`src/rtl/bytewrite_ram_req_ctrl.sv`:
```
// Request/response front end for a single-port, read-first byte-write RAM with a
// 1-cycle registered read; read data is parked in a response FIFO sized by credits.
module bytewrite_ram_req_ctrl #(
  parameter int NUM_COL    = 4,
  parameter int COL_WIDTH  = 8,
  parameter int ADDR_WIDTH = 10,
  parameter int DATA_WIDTH = NUM_COL * COL_WIDTH,
  parameter int RESP_DEPTH = 4
) (
  input  logic                  clk,
  input  logic                  rst,
  input  logic                  req_valid,
  output logic                  req_ready,
  input  logic                  req_rd,
  input  logic [NUM_COL-1:0]    req_we,
  input  logic [ADDR_WIDTH-1:0] req_addr,
  input  logic [DATA_WIDTH-1:0] req_wdata,
  output logic                  resp_valid,
  input  logic                  resp_ready,
  output logic [DATA_WIDTH-1:0] resp_data,
  output logic                  ram_ena,
  output logic [NUM_COL-1:0]    ram_we,
  output logic [ADDR_WIDTH-1:0] ram_addr,
  output logic [DATA_WIDTH-1:0] ram_din,
  input  logic [DATA_WIDTH-1:0] ram_dout,
  output logic                  busy
);

  localparam int PW = $clog2(RESP_DEPTH);

  // Handshakes: a transfer happens on a rising edge where valid && ready are both
  // high; valid must not depend on ready, and ready here depends on registers only.

  logic                  inflight;
  logic [PW:0]           occ;
  logic [PW-1:0]         wr_ptr;
  logic [PW-1:0]         rd_ptr;
  logic [DATA_WIDTH-1:0] fifo [RESP_DEPTH];
  logic [PW+1:0]         credit;
  logic                  fire;
  logic                  push;
  logic                  pop;

  // Every accepted read reserves a FIFO slot before its data exists, so a
  // push can never land in a full FIFO.
  assign credit    = {1'b0, occ} + {{(PW+1){1'b0}}, inflight};
  assign req_ready = (credit < (PW+2)'(RESP_DEPTH)) && !rst;
  assign fire      = req_valid && req_ready;

  assign ram_ena  = fire;
  assign ram_we   = fire ? req_we : '0;
  assign ram_addr = req_addr;
  assign ram_din  = req_wdata;

  assign push       = inflight;
  assign pop        = resp_valid && resp_ready;
  assign resp_valid = (occ != '0);
  assign resp_data  = fifo[rd_ptr];
  assign busy       = inflight || (occ != '0);

  always_ff @(posedge clk) begin
    if (rst) begin
      inflight <= 1'b0;
      occ      <= '0;
      wr_ptr   <= '0;
      rd_ptr   <= '0;
    end else begin
      inflight <= fire && req_rd;
      if (push) wr_ptr <= wr_ptr + 1'b1;
      if (pop)  rd_ptr <= rd_ptr + 1'b1;
      occ <= occ + {{PW{1'b0}}, push} - {{PW{1'b0}}, pop};
    end
  end

  // Storage is not reset; entries are only visible once occ says they are valid.
  always_ff @(posedge clk) begin
    if (push && !rst) fifo[wr_ptr] <= ram_dout;
  end

endmodule

```
`config.mk`:
```
export PLATFORM = sky130hd
export DESIGN_NAME = bytewrite_ram_req_ctrl
export DESIGN_NICKNAME = d
export VERILOG_FILES = /design/src/rtl/bytewrite_ram_req_ctrl.sv
export SDC_FILE = /design/constraint.sdc
export NUM_CORES = 1
export LEC_CHECK = 0
export BUFFER_PORTS_ARGS = -buffer_cell sky130_fd_sc_hd__buf_2
export CAP_MARGIN = 30
export CORE_ASPECT_RATIO = 0.75
export CORE_UTILIZATION = 50
export CTS_CLUSTER_SIZE = 24
export DETAILED_ROUTE_END_ITERATION = 12
export GPL_TIMING_DRIVEN = 1
export PLACE_DENSITY = 0.84
export SLEW_MARGIN = 20
export SYNTH_ARGS = -nofsm -noshare
export SYNTH_HDL_FRONTEND = slang
export SYNTH_SLANG_ARGS = --single-unit
```
`constraint.sdc`:
```
create_clock -name clk -period 3.05 [get_ports clk]
set_input_delay 0.61 -clock clk [delete_from_list [all_inputs] [get_ports clk]]
set_output_delay 0.61 -clock clk [all_outputs]
set_load 0.03 [all_outputs]
```
; After elaboration in Yosys (flattened, before gate mapping)
; Memories as Yosys holds them, arrays and structs flattened. A register that Yosys moved wholly into a read port is not among the register bits.
; Cells that the tools add are included.
[word_totals]
regBits = 8
ram_bits = 128
inputBits = 83
output_inout_bits = 82
elab_cells = 24
mem_count = 1
[op_classes]
n_addsub = 5
n_lt_le_gt_ge = 1
muxes = 5
reduce_logical = 8
[mem_list]
columns = name, words, width, read_ports, rd_clocked_by_memory_dff, wr, line_no
row1 = fifo, 4, 32, 1, 1, 1, 38  ; logic [DATA_WIDTH-1:0] fifo [RESP_DEPTH];
[ops]
columns = operator, n
row1 = $logic_and 1x1->1, 5
row2 = $add 2x1->2 const B, 2
row3 = $add 3x1->4, 1
row4 = $lt 4x3->1 const B, 1
row5 = $mux 2, 2
row6 = $mux 4, 1
row7 = $add 3x1->3, 1
row8 = $reduce_bool 3->1, 1
row9 = $sub 3x1->3, 1
row10 = $mux 1, 2
row11 = $logic_not 1->1, 1
row12 = $logic_or 1x1->1, 1

; Longest topological paths before layout
; Gate-level depths: netlist of the first run.
[logic_depth]
ltp_word = 5
depth_mapped = 8
mapped_depth_nobuf = 8

; Least setup slack after synthesis of the first run
; No wires, ideal clock.
[synth_path]
path_kind = flip-flop to output port
start = register occ[1]
end = output ram_ena
arrival_ps = 1777
required_ps = 2440
setup_slack_ps = 663
stages_incl_launch_ff = 5
n_path_buf = 0
cell_sequence = dfxtp_1 -> ha_1 -> o211a_1 -> o22a_1 -> nor3b_1
[synth_via]
elab_chain_cells = 4
[synth_lines]
columns = item, line_no
row1 = "start, declared", 35  ; logic [PW:0] occ;
row2 = "start signal, assigned", 71  ; occ <= occ + {{PW{1'b0}}, push} - {{PW{1'b0}}, pop};
row3 = $add 3x1->4, 46  ; assign credit = {1'b0, occ} + {{(PW+1){1'b0}}, inflight};
row4 = $lt 4x3->1, 47  ; assign req_ready = (credit < (PW+2)'(RESP_DEPTH)) && !rst;
row5 = $logic_and 1x1->1, 47
row6 = $logic_and 1x1->1, 48  ; assign fire = req_valid && req_ready;
row7 = "end, declared", 21  ; output logic ram_ena,
; Every way passes these cells.

; Worst setup path after layout of the first run
[layout_path]
start = register occ[1]
end = output ram_we[1]
[layout_via]
elab_chain_cells = 5
[layout_lines]
columns = item, line_no
row1 = $add 3x1->4, 46
row2 = $lt 4x3->1, 47
row3 = $logic_and 1x1->1, 47
row4 = $logic_and 1x1->1, 48
row5 = $mux 4, 51  ; assign ram_we = fire ? req_we : '0;
row6 = "end, declared", 22  ; output logic [NUM_COL-1:0] ram_we,
; Every way passes these cells.

==> results.cfg, run 1 <==
[routing]
via_per_inst = 5.39
firstDrtPassIters = 6
drc_errors = 0
routedWlPerCell_um = 20.4
vias = 2588
antenna_left = 0
drt_iter0_drc = 123
routed_wl_um = 9790

[sta]
tightest_slew_ns = 0.594
skew_ns = 0.00687
hold_violations = 0
setup_viol = 0
slew_headroom_pct = 60.4
drv_slew = 0
layout_worst_path_cycle_share_pct = 83.6
min_period_ns = 2.55
finalSetupTns_ns = 0
clock.fmax_mhz = 392
rsz0062_at_grt = no

[grt]
grt_max_degree = 23
grt-ovfl-total = 0
grt_pass1_vias = 2672
antenna_found_initial = 0
grt_pass1_wl_um = 14800
grt_usage_pct = 18.5

[floorplanning]
die_w_um = 123
die_h_um = 93.0
initial_core_util_pct = 52.6
core_area_um2 = 10500
io_pins = 165
fp-row-count = 32
die_area_um2 = 11500

[cells_and_area]
final_layout_size_suffix_gt1_share_pct = 45.9
area_growth_pct = 15.6
stdcell_area_um2 = 6380
nets = 422
instances_no_fill = 480
final_common_cell = edfxtp_1
antenna_cells = 0
final_cell_mix = 128 x edfxtp_1, 80 x buf_2, 30 x mux4_2
post-route-util_pct = 60.9

[pwr]
leakage_nw = 2.25
ir_drop_mv = 0.420
power_density_nw_per_um2 = 845

[synth]
syn_inst = 270
synth_top_area_share_pct = 69.6
synthArstFlopShare_pct = 0
synth_fp_nets = 361
yosysTopAreaCell = edfxtp_1
syn-cell-area_um2 = 5520
yosysSeqAreaShare_pct = 73.2
synth_cell_types = 28
yosys_warnings = 0
synth_edf_count = 128
synthFlopType = edfxtp_1
syn_area_per_cell_um2 = 20.5
synth_area_leaders = edfxtp_1 70%, mux4_2 12%, buf_4 5.7%
ys_ff_latch = 138

[hold_path]
worstHoldPathType = in -> reg
holdPathStages = 1
min_to = fifo[1][3]
hold_path.startpoint = ram_dout[3]

[cts]
cts_buffers = 17
post_cts_resized = 0
htreeDepth = 4
postCtsSetupBuffers = 0
clock_sinks = 138
clkTransAtPathRegs_ns = 0.06
insertion_delay_ns = 0.40
cts_buffer_depth = 2
cts-root-buf = clkbuf_16
cts.hold.buffers_added = 0
cts_tree = done

[place]
place_area_um2 = 5790
hpwl_um = 6610
dp.cells = 448
numPortBuffers = 80
place.gp.congestion = 0.715

[worst_setup_path]
regToRegStartpoint = occ[1]
r2r-end = occ[2]
ff2ff_path_depth = 8
critPathLaunch = occ[1]
crit_type = reg -> out
cp_max_fo = 7
cp.arrival_ns = 1.94
endpoint_kind = primary output
start_kind = flop
r2r_slack_ns = 1.13
required_ns = 2.44

[status]
status = finished, final reports clean

[run]
drv_cap = 0
==> state kept, by name, summed over array words and instances, names as in the netlist, named ones only <==
name and cells:
fifo 128, occ 3, rd_ptr 2, wr_ptr 2, inflight 1
==> cells by family (layout without fill, tap and decap cells) <==
family                     count (synthesis)  count (layout)  share of synthesized area (%)
buffers and inverters                     55             129                           7.68
DFF                                      138             138                           73.2
xor gates and xnor gates                   4               4                          0.634
muxes                                     33              33                           13.4
AOI/OAI and AO/OA                          4               4                          0.657
adders and majority gates                  8               8                           1.95
and+or+nand+nor                           28              28                           2.49
==> worst max-delay path by stage <==
stage / end / slack, ns
floorplan: ram_ena / 0.66
global placement: fifo[0][1] / 0.90
detailed placement: fifo[0][2] / 0.86
CTS: ram_we[1] / 0.45
global route: ram_we[1] / 0.38
finish: ram_we[1] / 0.50
==> per-stage QoR <==
stage                     total power [mW]  hold WS, ns  setup WS [ns]
after global routing                  5.60        0.403          0.380
final                                 5.39        0.419          0.500
after floorplan                       3.28        0.485          0.663
after detailed placement              3.42        0.518          0.858
after CTS                             5.46        0.404          0.452
after global placement                3.40        0.519          0.905
==> routing by layer <==
metal	part of all wire (%)	up-vias	track usage (%)
met5	0	-	0
met4	3.5	0	9.74
met3	6.6	38	6.04
met2	49	95	29.2
met1	41	1312	22.8
li1	-	1143	-
==> cell type report <==
type	count	area, um2
well taps	136	170
multi-input cells	77	1060
flip-flops and latches	138	4050
fillers	751	4110
clock buffers	17	425
clock inverters	15	174
inverters	5	18.8
repair buffers	92	490
==> synth_stat cells (2+ instances only) <==
master    number
edfxtp_1     128
buf_4         42
mux4_2        30
dfxtp_1       10
nor2_1         8
ha_1           7
inv_1          5
nand2_1        5
nor3_1         5
and2_1         4
buf_12         3
buf_2          3
xnor2_1        3
mux4_1         2
nor2b_1        2
==> critical path, stage by stage, from the launching register on <==
cell	delay, ns
dfxtp_1	0.37
ha_1	0.23
o211a_1	0.22
o22a_1	0.26
nor3_1	0.22
buf_2	0.23
==> power breakdown <==
part           total (mW)  switching (mW)  internal (mW)
clock network        2.03           0.749           1.28
registers            2.18          0.0543           2.12
logic                1.18           0.705          0.478
Note: power is estimated with default switching activity, not from simulation.
==> inputs of run 2 (changes only) <==
Clock period 3.05 ns to 2.4 ns, I/O delays scaled along.
==> results.cfg, run 2 (synthesis results as in run 1) <==
[floorplanning]
die_area_um2 = 11500
io_pins = 165
die_h_um = 93.0
core_area_um2 = 10500
die_w_um = 123
initial_core_util_pct = 52.6
fp-row-count = 32

[worst_setup_path]
critPathSlowestCell = dfxtp_4
cp_cell_sequence = ha_1 > o211a_1 > o22a_4 > nor3_2 > buf_4
required_ns = 1.92
start_kind = flop
path_delay_family = compound AO/OA/AOI/OAI gates
cp_max_fo = 7
cp.arrival_ns = 1.84
path_buf_inv = 1
slowest_delay_ns = 0.37
crit_type = reg -> out
endpoint_kind = primary output

[grt]
grt_pass1_wl_um = 14500
grt-ovfl-total = 0
grt_usage_pct = 18.4
antenna_found_initial = 1
grt_max_degree = 25
grt_pass1_vias = 2674

[sta]
drv_slew = 0
finalSetupTns_ns = 0
slew_headroom_pct = 71.7
skew_ns = 0.00773
min_period_ns = 2.32
clock.fmax_mhz = 431
setup_viol = 0
hold_violations = 0
layout_worst_path_cycle_share_pct = 96.7
tightest_slew_ns = 0.419
rsz0062_at_grt = yes

[hold_path]
worstHoldPathType = in -> reg

[routing]
antenna_left = 0
firstDrtPassIters = 5
routedWlPerCell_um = 20.8
via_per_inst = 5.47
vias = 2602
routed_wl_um = 9900
drt_iter0_drc = 186
drc_errors = 0

[place]
place.gp.congestion = 0.708
numPortBuffers = 80
dp.cells = 444
hpwl_um = 6290

[cts]
clkTransAtPathRegs_ns = 0.06
cts-root-buf = clkbuf_16
postCtsSetupBuffers = 0
insertion_delay_ns = 0.41
htreeDepth = 4
cts_tree = done
cts_buffer_depth = 2
clock_sinks = 138
cts_buffers = 17

[cells_and_area]
top_register = fifo
post-route-util_pct = 61.7
instances_no_fill = 476
final_layout_size_suffix_gt1_share_pct = 47.1
top_regs = fifo (128), occ (3)
antenna_cells = 0
area_growth_pct = 17.2
nets = 419
largest_reg_flops = 128
final_common_cell = edfxtp_1
final_cell_mix = 128 x edfxtp_1, 75 x buf_2, 30 x mux4_2

[pwr]
switching_share_pct = 27.9
power_frac_comb_pct = 22.7
leakage_nw = 2.25
power_density_nw_per_um2 = 1070
seqPwrFrac_pct = 40.5
p_switching_mw = 1.93
p_clk_share_pct = 36.9
internal-power_mw = 5.00
ir_drop_mv = 0.621

[status]
status = finished, final reports clean

[run]
drv_cap = 0
## run 2: changes by cell type in the layout (fill, tap and decap cells not counted), sizes merged
cell,before,now
clkinvlp,2,4
inv,7,6
clkbuf,17,18
clkinv,8,6
buf,92,88
## run 2: path summary, 6_finish.rpt
kind | slack, ns | from | cells past startpoint | end
setup / recovery | 0.08 | occ[1] | 5 | ram_we[2]
hold / removal | 0.28 | ram_dout[4] | 1 | fifo[0][4]
setup reg to reg | 0.48 | occ[0] | 8 | occ[2]
hold reg to reg | 0.53 | rd_ptr[1] | 2 | flop
## run 2: layout make-up
| cell class | instances | area (um2) |
|---|---|---|
| Clock buffer | 17 | 425 |
| Timing Repair Buffer | 89 | 564 |
| Multi-Input combinational cell | 77 | 1090 |
| Inverter | 5 | 18.8 |
| Tap cell | 136 | 170 |
| Sequential cell | 138 | 4050 |
| Clock inverter | 14 | 155 |
| Fill cell | 762 | 4020 |
## run 2: power groups by stage
stage / sequential [mW] / combinational (mW) / clock, mW
floorplan: 2.79 / 1.38 / 0
global placement: 2.83 / 1.50 / 0
detailed placement: 2.84 / 1.53 / 0
CTS: 2.80 / 1.54 / 2.61
global route: 2.82 / 1.69 / 2.68
finish: 2.81 / 1.57 / 2.55
## run 2: per-stage QoR
step | power [mW] | setup WS (ns) | hold slack, ns | area (um2)
6_report | 6.93 | 0.0783 | 0.283 | 6470
2_1_floorplan | 4.17 | 0.143 | 0.485 | 5520
5_1_grt | 7.20 | -0.00415 | 0.275 | 6470
3_3_place_gp | 4.33 | 0.402 | 0.523 | 5820
3_5_place_dp | 4.37 | 0.384 | 0.513 | 5820
4_1_cts | 6.94 | 0.0285 | 0.267 | 6420
## run 2: layer usage
metal | track usage (%) | share of wire (%) | up-vias
met1 | 21.8 | 39 | 1299
met5 | 0 | 0.091 | -
met3 | 5.00 | 8.0 | 39
li1 | - | - | 1144
met4 | 13.1 | 3.2 | 2
met2 | 29.3 | 50 | 118
## run 2: what timing repair did
action	4_1_cts	5_1_grt
pin swaps	0	1
resized for setup	9	6
endpoints found under the setup margin	24	8
hold buffers	0	0
gates cloned	0	1
## run 2: worst reg2reg max path: stages, from the launching register on
cell and delay (ns):
dfxtp_1 0.35, o31a_1 0.35, ha_1 0.28, inv_1 0.06
ha_1 0.13, inv_1 0.05, fa_1 0.38, xnor2_1 0.17
nor2_1 0.05
==> inputs of run 3 (changes only) <==
Settings changed: CORE_UTILIZATION 50 to 51, PLACE_DENSITY 0.84 to 0.85.
==> results.cfg, run 3 (synthesis results as in run 1) <==
[hold_path]
worstHoldPathType = in -> reg

[grt]
grt_max_degree = 33
antenna_found_initial = 0
grt-ovfl-total = 0
grt_util_met2_pct = 28.8
gr-max-usage-layer = met2
grt_pass1_vias = 2651
grt_use_met1_pct = 19.8
grt_pass1_wl_um = 13900
grt_usage_pct = 17.6
met3_usage_pct = 6.41

[cells_and_area]
antenna_cells = 0
final_layout_size_suffix_gt1_share_pct = 46.6
top_register = fifo
fillers = 721
top_regs = fifo (128), occ (3)
largest_reg_flops = 128
area_growth_pct = 16.5
nets = 419
post-route-util_pct = 61.8
final_common_cell = edfxtp_1
stdcell_area_um2 = 6430
final_cell_mix = 128 x edfxtp_1, 75 x buf_2, 30 x mux4_2

[pwr]
leakage_nw = 2.24
p_switching_mw = 1.94
p_clk_share_pct = 36.8
seqPwrFrac_pct = 40.8
ir_drop_mv = 0.707
internal-power_mw = 4.88
switching_share_pct = 28.5
power_density_nw_per_um2 = 1060
power_frac_comb_pct = 22.4

[worst_setup_path]
crit_end = ram_we[3]
crit_type = reg -> out
endpoint_kind = primary output
regToRegStartpoint = occ[0]
cp_max_fo = 7
ff2ff_path_depth = 8
cp.arrival_ns = 1.84
start_kind = flop
r2r-end = occ[2]
r2r_slack_ns = 0.52
critPathLaunch = occ[2]
required_ns = 1.92

[routing]
drt_iter0_drc = 147
via_per_inst = 5.31
firstDrtPassIters = 4
vias = 2534
antenna_left = 0
routed_wl_um = 9080
drc_errors = 0
routedWlPerCell_um = 19.0

[place]
place_area_um2 = 5830
place.gp.congestion = 0.666
hpwl_um = 5660
numPortBuffers = 80
place_ws_ns = 0.408

[floorplanning]
fp-row-count = 32
initial_core_util_pct = 53.1
die_area_um2 = 11300
io_pins = 165
die_h_um = 92.1
die_w_um = 122
core_area_um2 = 10400

[sta]
layout_worst_path_cycle_share_pct = 96.7
hold_violations = 0
min_period_ns = 2.32
fin_ws_ns = 0.0782
setup_viol = 0
drv_slew = 0
slew_headroom_pct = 69.8
skew_ns = 0.00466
finalSetupTns_ns = 0
clock.fmax_mhz = 431
tightest_slew_ns = 0.447

[cts]
cts-root-buf = clkbuf_16
cts_tree = done
cts_buffer_depth = 2
clock_sinks = 138
cts_buffers = 17
clkTransAtPathRegs_ns = 0.06
htreeDepth = 4
insertion_delay_ns = 0.40
postCtsSetupBuffers = 0
cts.hold.buffers_added = 0

[run]
drv_cap = 0

[status]
status = finished, final reports clean
run 3: cell types whose count changed in the layout (fill, tap and decap cells not counted), moves of 2 or more:
cell | previous run | this run
buf_4 | 7 | 9
clkinv_2 | 3 | 1
dfxtp_2 | 1 | 3
dfxtp_4 | 2 | 0
inv_6 | 1 | 3
nor3_1 | 1 | 3
nor3_2 | 4 | 2
run 3: worst min path at each step:
stage / startpoint / to / slack [ns] / cells past startpoint
final: ram_dout[15] / fifo[0][15] / 0.29 / 1
after global routing: ram_dout[15] / fifo[0][15] / 0.27 / 1
after CTS: ram_dout[15] / fifo[0][15] / 0.27 / 1
after detailed placement: rd_ptr[1] / flop / 0.54 / 2
after global placement: rd_ptr[1] / flop / 0.52 / 2
after floorplan: rd_ptr[1] / flop / 0.48 / 2
run 3: worst max-delay path, stage by stage, from the launching register on:
cell and delay (ns):
dfxtp_1 0.37, ha_2 0.21, o211a_1 0.24, o22a_4 0.25
nor3_1 0.19, buf_4 0.19
run 3: metrics by stage:
step	total power [mW]	instances	hold slack, ns
floorplan	4.17	270	0.485
global placement	4.34	445	0.519
detailed placement	4.37	445	0.535
CTS	6.88	477	0.271
global route	7.09	477	0.270
finish	6.82	477	0.287
run 3: metal layers:
layer / routed length [um] / part of all wire (%)
met1: 3590 / 40
met2: 4610 / 51
met3: 634 / 7.0
met4: 235 / 2.6
met5: 0 / 0
run 3: timing repair:
action                                 CTS  global route
resized for setup                        5             6
endpoints found under the hold margin    0             0
gates cloned                             0             0
setup endpoints to repair                5             5
run 3: area by class of cell:
| class | count | area [um2] | share of cell area, % |
|---|---|---|---|
| multi-input cells | 77 | 1080 | 16.8 |
| well taps | 136 | 170 | 2.64 |
| clock buffers | 17 | 425 | 6.61 |
| clock inverters | 15 | 149 | 2.31 |
| repair buffers | 89 | 543 | 8.44 |
| inverters | 5 | 18.8 | 0.292 |
| flip-flops and latches | 138 | 4050 | 62.9 |
run 3: power groups by stage:
| stage | clock, mW | sequential, mW | combinational (mW) |
|---|---|---|---|
| after floorplan | 0 | 2.79 | 1.38 |
| after global placement | 0 | 2.82 | 1.52 |
| after detailed placement | 0 | 2.83 | 1.54 |
| after CTS | 2.55 | 2.78 | 1.54 |
| after global routing | 2.65 | 2.79 | 1.64 |
| final | 2.51 | 2.78 | 1.52 |
